$ cat src/rtl/alu_pkg.sv
// Shared definitions for the 4-bit ALU family.
//   DEF_WIDTH      default operand width
//   OP_*           3-bit opcode encodings (opCodeA)
//   state_t        execution-unit FSM states
package alu_pkg;

  localparam int unsigned DEF_WIDTH = 4;

  localparam logic [2:0] OP_ADD = 3'b000;
  localparam logic [2:0] OP_SUB = 3'b001;
  localparam logic [2:0] OP_MUL = 3'b010;
  localparam logic [2:0] OP_AND = 3'b011;
  localparam logic [2:0] OP_OR  = 3'b100;
  localparam logic [2:0] OP_XOR = 3'b101;
  localparam logic [2:0] OP_SHL = 3'b110;
  localparam logic [2:0] OP_RSV = 3'b111;

  typedef enum logic [1:0] {
    S_IDLE    = 2'd0,
    S_MUL_RUN = 2'd1,
    S_DONE    = 2'd2
  } state_t;

endpackage

$ cat src/rtl/alu_if.sv
// Command/result bus between a command issuer/consumer and alu_exec_unit.
//   master : issuer side - drives in_valid, A, B, CarryIN, opCodeA, out_ready
//   slave  : execution unit - drives in_ready, out_valid, Y, CarryOUT,
//            overflow, illegal, done_count
interface alu_if
  import alu_pkg::*;
#(
  parameter int unsigned WIDTH = DEF_WIDTH,
  parameter int unsigned CNT_W = 16
) ();

  logic               in_valid;
  logic               in_ready;
  logic [WIDTH-1:0]   A;
  logic [WIDTH-1:0]   B;
  logic               CarryIN;
  logic [2:0]         opCodeA;
  logic               out_valid;
  logic               out_ready;
  logic [2*WIDTH-1:0] Y;
  logic               CarryOUT;
  logic               overflow;
  logic               illegal;
  logic [CNT_W-1:0]   done_count;

  modport master (
    output in_valid, A, B, CarryIN, opCodeA, out_ready,
    input  in_ready, out_valid, Y, CarryOUT, overflow, illegal, done_count
  );

  modport slave (
    input  in_valid, A, B, CarryIN, opCodeA, out_ready,
    output in_ready, out_valid, Y, CarryOUT, overflow, illegal, done_count
  );

endinterface

$ cat src/rtl/alu_comb.sv
// Combinational ALU datapath for every single-cycle opcode
// (ADD/SUB/AND/OR/XOR/SHL/reserved). MUL yields zeros here; the iterative
// multiplier lives in alu_exec_unit.
//   a_i, b_i   operands
//   cin_i      carry in (ADD/SUB)
//   op_i       opcode
//   y_o        2*WIDTH-bit result
//   cout_o     carry out of bit WIDTH-1
//   ovf_o      signed overflow (ADD/SUB)
//   illegal_o  reserved opcode
module alu_comb
  import alu_pkg::*;
#(
  parameter int unsigned WIDTH = DEF_WIDTH
) (
  input  logic [WIDTH-1:0]   a_i,
  input  logic [WIDTH-1:0]   b_i,
  input  logic               cin_i,
  input  logic [2:0]         op_i,
  output logic [2*WIDTH-1:0] y_o,
  output logic               cout_o,
  output logic               ovf_o,
  output logic               illegal_o
);

  logic [WIDTH-1:0] b_eff;
  logic [WIDTH:0]   sum;

  // SUB reuses the adder with B inverted; CarryIN=1 supplies the +1.
  always_comb begin
    b_eff = (op_i == OP_SUB) ? ~b_i : b_i;
    sum   = {1'b0, a_i} + {1'b0, b_eff} + {{WIDTH{1'b0}}, cin_i};
  end

  always_comb begin
    y_o       = '0;
    cout_o    = 1'b0;
    ovf_o     = 1'b0;
    illegal_o = 1'b0;
    case (op_i)
      OP_ADD, OP_SUB: begin
        y_o    = {{WIDTH{1'b0}}, sum[WIDTH-1:0]};
        cout_o = sum[WIDTH];
        ovf_o  = (a_i[WIDTH-1] == b_eff[WIDTH-1]) &&
                 (sum[WIDTH-1] != a_i[WIDTH-1]);
      end
      OP_AND: y_o = {{WIDTH{1'b0}}, a_i & b_i};
      OP_OR:  y_o = {{WIDTH{1'b0}}, a_i | b_i};
      OP_XOR: y_o = {{WIDTH{1'b0}}, a_i ^ b_i};
      OP_SHL: y_o = {{WIDTH{1'b0}}, a_i} << b_i[1:0];
      OP_RSV: illegal_o = 1'b1;
      default: ;
    endcase
  end

endmodule

$ cat src/rtl/alu_exec_unit.sv
// Sequential execution front-end for the ALU. Accepts one command per
// valid/ready handshake, executes single-cycle ops through alu_comb and
// MUL as WIDTH shift-add iterations, and holds each result in a one-entry
// buffer until the consumer takes it.
//   clk        rising-edge clock
//   rst        asynchronous active-high reset
//   bus        alu_if slave: command in, result out, done_count
module alu_exec_unit
  import alu_pkg::*;
#(
  parameter int unsigned WIDTH = DEF_WIDTH,
  parameter int unsigned CNT_W = 16
) (
  input  logic  clk,
  input  logic  rst,
  alu_if.slave  bus
);

  localparam int unsigned IW = (WIDTH > 1) ? $clog2(WIDTH) : 1;
  localparam logic [IW-1:0] LAST_IT = IW'(WIDTH - 1);

  state_t             state_q, state_d;
  logic [2*WIDTH-1:0] y_q, y_d;
  logic               cout_q, cout_d;
  logic               ovf_q, ovf_d;
  logic               ill_q, ill_d;
  logic               ov_q, ov_d;
  logic [CNT_W-1:0]   done_q, done_d;
  logic [2*WIDTH-1:0] acc_q, acc_d;
  logic [2*WIDTH-1:0] mcand_q, mcand_d;
  logic [WIDTH-1:0]   mplier_q, mplier_d;
  logic [IW-1:0]      it_q, it_d;

  logic [2*WIDTH-1:0] c_y;
  logic               c_cout, c_ovf, c_ill;
  logic [2*WIDTH-1:0] mul_sum;
  logic               in_ready, take, accept;

  alu_comb #(.WIDTH(WIDTH)) u_comb (
    .a_i      (bus.A),
    .b_i      (bus.B),
    .cin_i    (bus.CarryIN),
    .op_i     (bus.opCodeA),
    .y_o      (c_y),
    .cout_o   (c_cout),
    .ovf_o    (c_ovf),
    .illegal_o(c_ill)
  );

  // DONE also accepts when its result is taken on the same edge, so a
  // command can follow a result without an IDLE bubble. In IDLE the buffer
  // is always empty, so the out_ready term only matters in DONE.
  always_comb begin
    take     = ov_q && bus.out_ready;
    in_ready = !rst && (state_q != S_MUL_RUN) && (!ov_q || bus.out_ready);
    accept   = bus.in_valid && in_ready;
    mul_sum  = acc_q + (mplier_q[0] ? mcand_q : '0);
  end

  always_comb begin
    state_d  = state_q;
    y_d      = y_q;
    cout_d   = cout_q;
    ovf_d    = ovf_q;
    ill_d    = ill_q;
    ov_d     = ov_q;
    done_d   = done_q;
    acc_d    = acc_q;
    mcand_d  = mcand_q;
    mplier_d = mplier_q;
    it_d     = it_q;
    case (state_q)
      S_IDLE, S_DONE: begin
        if (take) begin
          ov_d    = 1'b0;
          done_d  = done_q + 1'b1;
          state_d = S_IDLE;
        end
        if (accept) begin
          if (bus.opCodeA == OP_MUL) begin
            state_d  = S_MUL_RUN;
            it_d     = '0;
            acc_d    = '0;
            mcand_d  = {{WIDTH{1'b0}}, bus.A};
            mplier_d = bus.B;
          end else begin
            y_d     = c_y;
            cout_d  = c_cout;
            ovf_d   = c_ovf;
            ill_d   = c_ill;
            ov_d    = 1'b1;
            state_d = S_DONE;
          end
        end
      end
      S_MUL_RUN: begin
        acc_d    = mul_sum;
        mcand_d  = mcand_q << 1;
        mplier_d = mplier_q >> 1;
        it_d     = it_q + 1'b1;
        if (it_q == LAST_IT) begin
          y_d     = mul_sum;
          cout_d  = 1'b0;
          ovf_d   = |mul_sum[2*WIDTH-1:WIDTH];
          ill_d   = 1'b0;
          ov_d    = 1'b1;
          state_d = S_DONE;
        end
      end
      default: state_d = S_IDLE;
    endcase
  end

  always_ff @(posedge clk or posedge rst) begin
    if (rst) begin
      state_q  <= S_IDLE;
      y_q      <= '0;
      cout_q   <= 1'b0;
      ovf_q    <= 1'b0;
      ill_q    <= 1'b0;
      ov_q     <= 1'b0;
      done_q   <= '0;
      acc_q    <= '0;
      mcand_q  <= '0;
      mplier_q <= '0;
      it_q     <= '0;
    end else begin
      state_q  <= state_d;
      y_q      <= y_d;
      cout_q   <= cout_d;
      ovf_q    <= ovf_d;
      ill_q    <= ill_d;
      ov_q     <= ov_d;
      done_q   <= done_d;
      acc_q    <= acc_d;
      mcand_q  <= mcand_d;
      mplier_q <= mplier_d;
      it_q     <= it_d;
    end
  end

  assign bus.in_ready   = in_ready;
  assign bus.out_valid  = ov_q;
  assign bus.Y          = y_q;
  assign bus.CarryOUT   = cout_q;
  assign bus.overflow   = ovf_q;
  assign bus.illegal    = ill_q;
  assign bus.done_count = done_q;

endmodule
$ cat src/flat_wrapper.sv
// flat-port wrapper written by rule: the top's interface ports become plain ports
module alu_exec_unit_flat import alu_pkg::*;
#(
  parameter int unsigned WIDTH = DEF_WIDTH,
  parameter int unsigned CNT_W = 16
)
  (clk, rst, bus_in_valid, bus_A, bus_B, bus_CarryIN, bus_opCodeA, bus_out_ready, bus_in_ready, bus_out_valid, bus_Y, bus_CarryOUT, bus_overflow, bus_illegal, bus_done_count);
  alu_if #(.WIDTH(WIDTH), .CNT_W(CNT_W)) bus_i ();
  input  logic clk;
  input  logic rst;
  input wire logic [$bits(bus_i.in_valid)-1:0] bus_in_valid;
  input wire logic [$bits(bus_i.A)-1:0] bus_A;
  input wire logic [$bits(bus_i.B)-1:0] bus_B;
  input wire logic [$bits(bus_i.CarryIN)-1:0] bus_CarryIN;
  input wire logic [$bits(bus_i.opCodeA)-1:0] bus_opCodeA;
  input wire logic [$bits(bus_i.out_ready)-1:0] bus_out_ready;
  output wire logic [$bits(bus_i.in_ready)-1:0] bus_in_ready;
  output wire logic [$bits(bus_i.out_valid)-1:0] bus_out_valid;
  output wire logic [$bits(bus_i.Y)-1:0] bus_Y;
  output wire logic [$bits(bus_i.CarryOUT)-1:0] bus_CarryOUT;
  output wire logic [$bits(bus_i.overflow)-1:0] bus_overflow;
  output wire logic [$bits(bus_i.illegal)-1:0] bus_illegal;
  output wire logic [$bits(bus_i.done_count)-1:0] bus_done_count;
  assign bus_i.in_valid = bus_in_valid;
  assign bus_i.A = bus_A;
  assign bus_i.B = bus_B;
  assign bus_i.CarryIN = bus_CarryIN;
  assign bus_i.opCodeA = bus_opCodeA;
  assign bus_i.out_ready = bus_out_ready;
  assign bus_in_ready = bus_i.in_ready;
  assign bus_out_valid = bus_i.out_valid;
  assign bus_Y = bus_i.Y;
  assign bus_CarryOUT = bus_i.CarryOUT;
  assign bus_overflow = bus_i.overflow;
  assign bus_illegal = bus_i.illegal;
  assign bus_done_count = bus_i.done_count;
  alu_exec_unit #(.WIDTH(WIDTH), .CNT_W(CNT_W)) u_core (.clk(clk), .rst(rst), .bus(bus_i));
endmodule
$ cat config.mk
export PLATFORM = sky130hd
export DESIGN_NAME = alu_exec_unit_flat
export DESIGN_NICKNAME = d
export VERILOG_FILES = /design/src/rtl/alu_pkg.sv /design/src/rtl/alu_if.sv /design/src/rtl/alu_comb.sv /design/src/rtl/alu_exec_unit.sv /design/src/flat_wrapper.sv
export SDC_FILE = /design/constraint.sdc
export NUM_CORES = 1
export LEC_CHECK = 0
export CAP_MARGIN = 10
export CORE_UTILIZATION = 25
export CTS_BUF_LIST = sky130_fd_sc_hd__clkbuf_8
export DETAILED_ROUTE_END_ITERATION = 10
export SYNTH_ARGS = -nofsm -noshare
export SYNTH_HDL_FRONTEND = slang
export SYNTH_SLANG_ARGS = --single-unit
export TNS_END_PERCENT = 50
$ cat constraint.sdc
create_clock -name clk -period 3.1 [get_ports clk]
set_input_delay 0.775 -clock clk [delete_from_list [all_inputs] [get_ports clk]]
set_output_delay 0.775 -clock clk [all_outputs]
set_load 0.03 [all_outputs]
# Word level (Yosys, flattened, before mapping)

Index checks and enable logic that the tools add are counted.

Multiplexer cells: 43
Equal/unequal tests: 18
Bitwise logic cells: 4
Add/sub/neg operators: 5
Order comparisons: 0
Div/mod/pow operators: 0
Shift-type cells: 1
$mul: 0
Reductions and logical operators: 19

Operators by type and width:

| operator                                             | count |
|---|---|
| 2-to-1 mux 8 bit                                     | 8 |
| case mux 8 bit (2 select lines)                      | 3 |
| case mux 8 bit (5 select lines)                      | 1 |
| adder 16 x 1 -> 16 bit (second input constant)       | 1 |
| 2-to-1 mux 1 bit                                     | 15 |
| equality test 3 bit (second input constant)          | 4 |
| 2-to-1 mux 2 bit                                     | 6 |
| 2-to-1 mux 4 bit                                     | 3 |
| adder 8 bit                                          | 1 |
| != test 2 x 1 -> 1 bit (second input constant)       | 4 |
| case mux 1 bit (2 select lines)                      | 4 |
| case mux 2 bit (2 select lines)                      | 2 |
| case mux 4 bit (2 select lines)                      | 1 |
| left shift 4 x 2 -> 8 bit                            | 1 |
| equality test 3 x 2 -> 1 bit (second input constant) | 2 |
| AND reduction 2 bit                                  | 3 |
| adder 4 x 4 -> 5 bit                                 | 1 |
| adder 5 x 1 -> 5 bit                                 | 1 |
| logical AND 1 bit                                    | 5 |
| bitwise AND 4 bit                                    | 1 |
| equality test 2 bit (second input constant)          | 2 |
| inverter 4 bit                                       | 1 |
| bitwise OR 4 bit                                     | 1 |
| AND reduction 4 bit                                  | 1 |
| other kinds (16)                                     | 18 |

Logic and storage cells: 101
Bits in registers: 52
Input bits: 16
ROM bits: 0
Memories kept: 0
Bits in latches: 0
Bits in writable memories: 0
Output and inout bits: 29

# Longest topological paths before layout

Depth after elaboration: 10
Gate-level depth with buffers: 11
Gate-level depth less buffers: 9

# Hierarchy

From an unflattened synthesis, not the netlist that was laid out.

Cells, all modules: 333
Area total of the unflattened synthesis: 3,241.9 um^2

By module, submodules not included:

| module        | cells each | sequential area each (um^2) | area each (um^2) | times used |
|---|---|---|---|---|
| alu_exec_unit | 252        | 1,301.2                     | 2,623.8          | 1 |
| alu_comb      | 81         | 0.0                         | 618.1            | 1 |

# Worst setup path before layout

OpenSTA, ideal clock, no wires.

Path type: input to register
From: in bus_opCodeA[1]
To: reg u_core.y_q[1] (netlist: u_core.bus.Y[1])
Data required time: 2.959 ns
Library setup time: 0.141 ns
Buffers on the path: 2
Data arrival time: 2.970 ns
Cell stages on the path: 11
Path slack: -0.011 ns
Path through: clkbuf_1 buf_1 nor3b_2 xnor2_1 fa_1 fa_1 nor2_1 a31oi_1 o22ai_1 o21ai_0 a31oi_1

Longest elaborated chain between the ends: 8
Elaborated cells on any way between the ends: 17
Classes of those cells: add/sub (2); eq/ne (7); mux (5); reduce/logical (3)

RTL lines:

| item                            | RTL line                       | RTL |
|---|---|---|
| from (decl)                     | flat_wrapper.sv:15             | `input wire logic [$bits(bus_i.opCodeA)-1:0] bus_opCodeA;` |
| equality test 3 x 1 -> 1 bit    | alu_comb.sv:31, alu_comb.sv:40 |  |
| 2-to-1 mux 4 bit                | alu_comb.sv:31                 | `b_eff = (op_i == OP_SUB) ? ~b_i : b_i;` |
| adder 4 x 4 -> 5 bit            | alu_comb.sv:32                 | `sum = {1'b0, a_i} + {1'b0, b_eff} + {{WIDTH{1'b0}}, cin_i};` |
| adder 5 x 1 -> 5 bit            | alu_comb.sv:32                 |  |
| case mux 8 bit (5 select lines) | alu_comb.sv:40                 | `case (op_i)` |
| 2-to-1 mux 8 bit                | alu_exec_unit.sv:80            | `if (bus.opCodeA == OP_MUL) begin` |
| 2-to-1 mux 8 bit                | alu_exec_unit.sv:79            | `if (accept) begin` |
| case mux 8 bit (2 select lines) | alu_exec_unit.sv:72            | `case (state_q)` |
| to (signal assigned)            | alu_exec_unit.sv:129           | `y_q <= y_d;` |
| to (decl)                       | alu_exec_unit.sv:23            | `logic [2*WIDTH-1:0] y_q, y_d;` |

Several ways; a longest one is shown, not always the timed one. The select of a mux whose other input is x is not followed.
A chain may end at the register's enable or synchronous reset.

# Worst setup path after layout

From: in bus_opCodeA[2]
To: reg u_core.y_q[2] (netlist: u_core.bus.Y[2])

Same word-level chain as after synthesis.

==> results by group <==
Clocking
  – CTS Hold Buffers Added: 0
  – CTS tree: built
  – Root Buffer: clkbuf_8
  – Skew-Pair Late Insertion Delay: approximately 0.31 ns
  – Worst-path clk slew: 0.10 ns
  – Clock Path Buffers: 2
  – Num CTS Buffers: 5
  – CTS Sinks: 52
  – # H-tree levels: 2

Die
  – IO Pins: 45
  – CORE AREA: 12700 um2
  – Die Area: approximately 14000 um2
  – Starting density of the core: between 20 and 30%
  – Die height: 117 um
  – Cell Rows: 41
  – Die width: 117 um

Placed design
  – Port Buffers: 44
  – GPL Wtd Cong: 0.882
  – Dpl cells: around 580
  – Setup WS pre-CTS: -0.0793 ns
  – DP HPWL: 5980 um
  – DP Area: 4040 um2

Setup path
  – Reg2Reg Depth: 8
  – WP data arrival: 3.09 ns
  – CP Max Fanout: 2
  – RR Endpoint: u_core.bus.Y[6]
  – Crit path from: bus_opCodeA[2]
  – CP endpoint kind: flop
  – WS Path Type: in -> reg
  – Critical path startpoint category: primary input
  – End point of the critical path: u_core.bus.Y[2]
  – CP Data Required Time: 3.33 ns
  – Worst R2R Setup Slack: roughly 0.7 ns
  – Crit Reg-Reg Startpoint: u_core.mplier_q[0]

Synthesis
  – Share of the synthesized area in the top cell type: 39.6%
  – Simple-Gate Fraction of Synth Area: 22.0%
  – Synth warn: 0
  – Post-Synth Adder-Cell Area: 10.2%
  – Top post-synthesis cells by area: dfrtp_1, ha_1, nand2_1
  – Yosys reg bits: 52
  – Largest family of logic cells by synthesized area: simple AND/OR/NAND/NOR gates
  – Post-synthesis mux area share: 3.80%
  – XOR/XNOR Fraction of Synth Area: 6.92%
  – Number of enable flip-flop cells after synthesis: 0
  – Post-Syn Nets: 398
  – Area leader, netlist: dfrtp_1
  – Synth unique cells: 53
  – Synth Area in Compound Gates: between 10% and 20%
  – Mean Syn Cell Area: between 9 and 10 um2
  – Mapped Area: 3290 um2
  – Prevailing post-synth register cell: dfrtp_1
  – Synth async-reset ratio: 100%
  – Sequential area share after synthesis: 39.6%
  – Synthesized netlist cell count: 357

STA
  – Worst Tran Pin Value: 0.519 ns
  – Achievable clock frequency: around 350 MHz
  – Final Setup Violations: 0
  – Final Cycle Share: ~92%
  – Final min period: 2.86 ns
  – WHS: 0.481 ns
  – Setup Skew: 0.0147 ns
  – Worst slew margin: 65.0%
  – Final setup margin: 0.242 ns
  – RSZ-0062 raised after global routing: false
  – Final Hold Fails: 0
  – Slew Limit Fails: 0

Global route
  – Vias in the first global route: about 2700
  – Largest net degree at the start of global routing: 37
  – GRT overflow: 0
  – Initial antenna violation count: 0
  – First-pass GRT wire length: 13200 um
  – Tot GR Track Use: roughly an eighth

Layout
  – Fin nets: roughly 450
  – Fin area: 4160 um2
  – Most common cell after layout, fill and taps aside: nand2_1
  – Final Non-Filler Cells: 584
  – P&R area growth vs syn: 26.5%
  – Most frequent cells in the layout: nand2_1, dfrtp_1, clkdlybuf4s50_1, o21ai_0, ha_1
  – Layout cells sized above 1: 8.25%
  – # diodes: 0

Drt
  – Routed len/inst: 13.4 um
  – Drc violations: 0
  – Drt total wl: 7810 um
  – First-pass iteration count of the detailed router: 4
  – Via/cell ratio: between 4 and 5
  – DRT antenna net count: 0
  – Via count: 2733
  – DR iter-0 viols: 178

Pwr
  – Leakage: ~0.0018 uW
  – Sw Pwr: 1020 uW
  – Cell area power density: 639 nW/um2
  – Power, Total: 2660 uW
  – Combinational share of power: 41.8%
  – Worst vdd ir: 0.000258 V
  – Switching share of power: 38.6%
  – Pint: approximately 1600 uW
  – Clock share of power: between 10% and 20%
  – Flop pwr share: 39.2%

Hold path
  – Class of the most critical hold timing path: reg -> reg
  – Hold Crit Depth: 1

Run status
  – Status: finished clean

Flow run
  – Maxcap violations: 0
[worst max-delay path, cell delays in order]
cell and delay [ns]:
clkdlybuf4s50_1 0.47, nor3b_4 0.26, xnor2_1 0.10, fa_1 0.41, fa_1 0.41, xor2_1 0.18, o21ai_0 0.15, o221ai_1 0.15
a31oi_1 0.19
[how the worst min path moves through the flow]
stage,endpoint,slack [ns],startpoint
floorplan,u_core.mplier_q[0],0.45,u_core.mplier_q[1]
CTS,u_core.bus.done_count[15],0.49,u_core.bus.done_count[15]
global placement,u_core.bus.done_count[15],0.46,u_core.bus.done_count[15]
detailed placement,u_core.bus.done_count[15],0.47,u_core.bus.done_count[15]
global route,u_core.bus.done_count[15],0.51,u_core.bus.done_count[15]
finish,u_core.bus.done_count[15],0.48,u_core.bus.done_count[15]
[cell type report]
class,instances,area [um2]
fillers,1349,8560
repair buffers,62,603
clock inverters,2,38.8
flip-flops and latches,52,1300
clock buffers,6,82.6
multi-input cells,273,1860
inverters,17,63.8
well taps,172,215
[metal layers]
layer  vias up  routed length (um)  track usage, %
met4         0                  91            2.87
met3         8                 348            2.44
met1      1317                3760            16.6
met2        60                3610            19.9
met5         -                   0               0
li1       1348                   -               -
[synth_stat cells (all sizes together) (5+ instances only)]
master / count
xor2: 8
nor2: 16
nor2b: 9
ha: 22
and2: 9
a31oi: 10
nand2b: 5
a21oi: 9
dfrtp: 52
nand3: 13
xnor2: 18
nand2: 65
o21ai: 23
clkbuf: 11
inv: 17
mux2i: 8
[what timing repair did]
action | 4_1_cts | 5_1_grt
setup endpoints to repair | 0 | 1
gates resized for setup | 0 | 1
buffers inserted | 0 | 0
[registers in the layout (all words and copies together) (netlist names)]
name	cells
u_core.it_q	2
u_core.bus.done_count	16
u_core.bus.Y	8
u_core.mplier_q	4
u_core.acc_q	8
u_core.bus.illegal	1
u_core.bus.overflow	1
u_core.bus.CarryOUT	1
u_core.state_q	2
u_core.bus.out_valid	1
u_core.mcand_q	8
[power by group through the flow]
stage	sequential (uW)	combinational (uW)	clock, uW
floorplan	1140	648	0
global placement	1050	1080	0
detailed placement	1060	1110	0
CTS	1040	1120	520
global route	1070	1240	552
finish	1040	1110	503
[per-stage QoR]
| step | utilization [%] | setup TNS (ns) |
|---|---|---|
| 2_1_floorplan | - | 0 |
| 3_3_place_gp | 31.7 | -0.0859 |
| 3_5_place_dp | 31.7 | -0.141 |
| 4_1_cts | 32.7 | 0 |
| 5_1_grt | 32.7 | 0 |
| 6_report | 32.7 | 0 |
[kinds of logic after synthesis]
family                   Yosys count
AND/OR/NAND/NOR                  143
AO/OA/AOI/OAI                     68
flip-flops                        52
buffers and inverters             32
XOR/XNOR                          26
adder cells (fa/ha/maj)           25
multiplexers                      11
No activity file was read; power rests on OpenSTA's default activity.
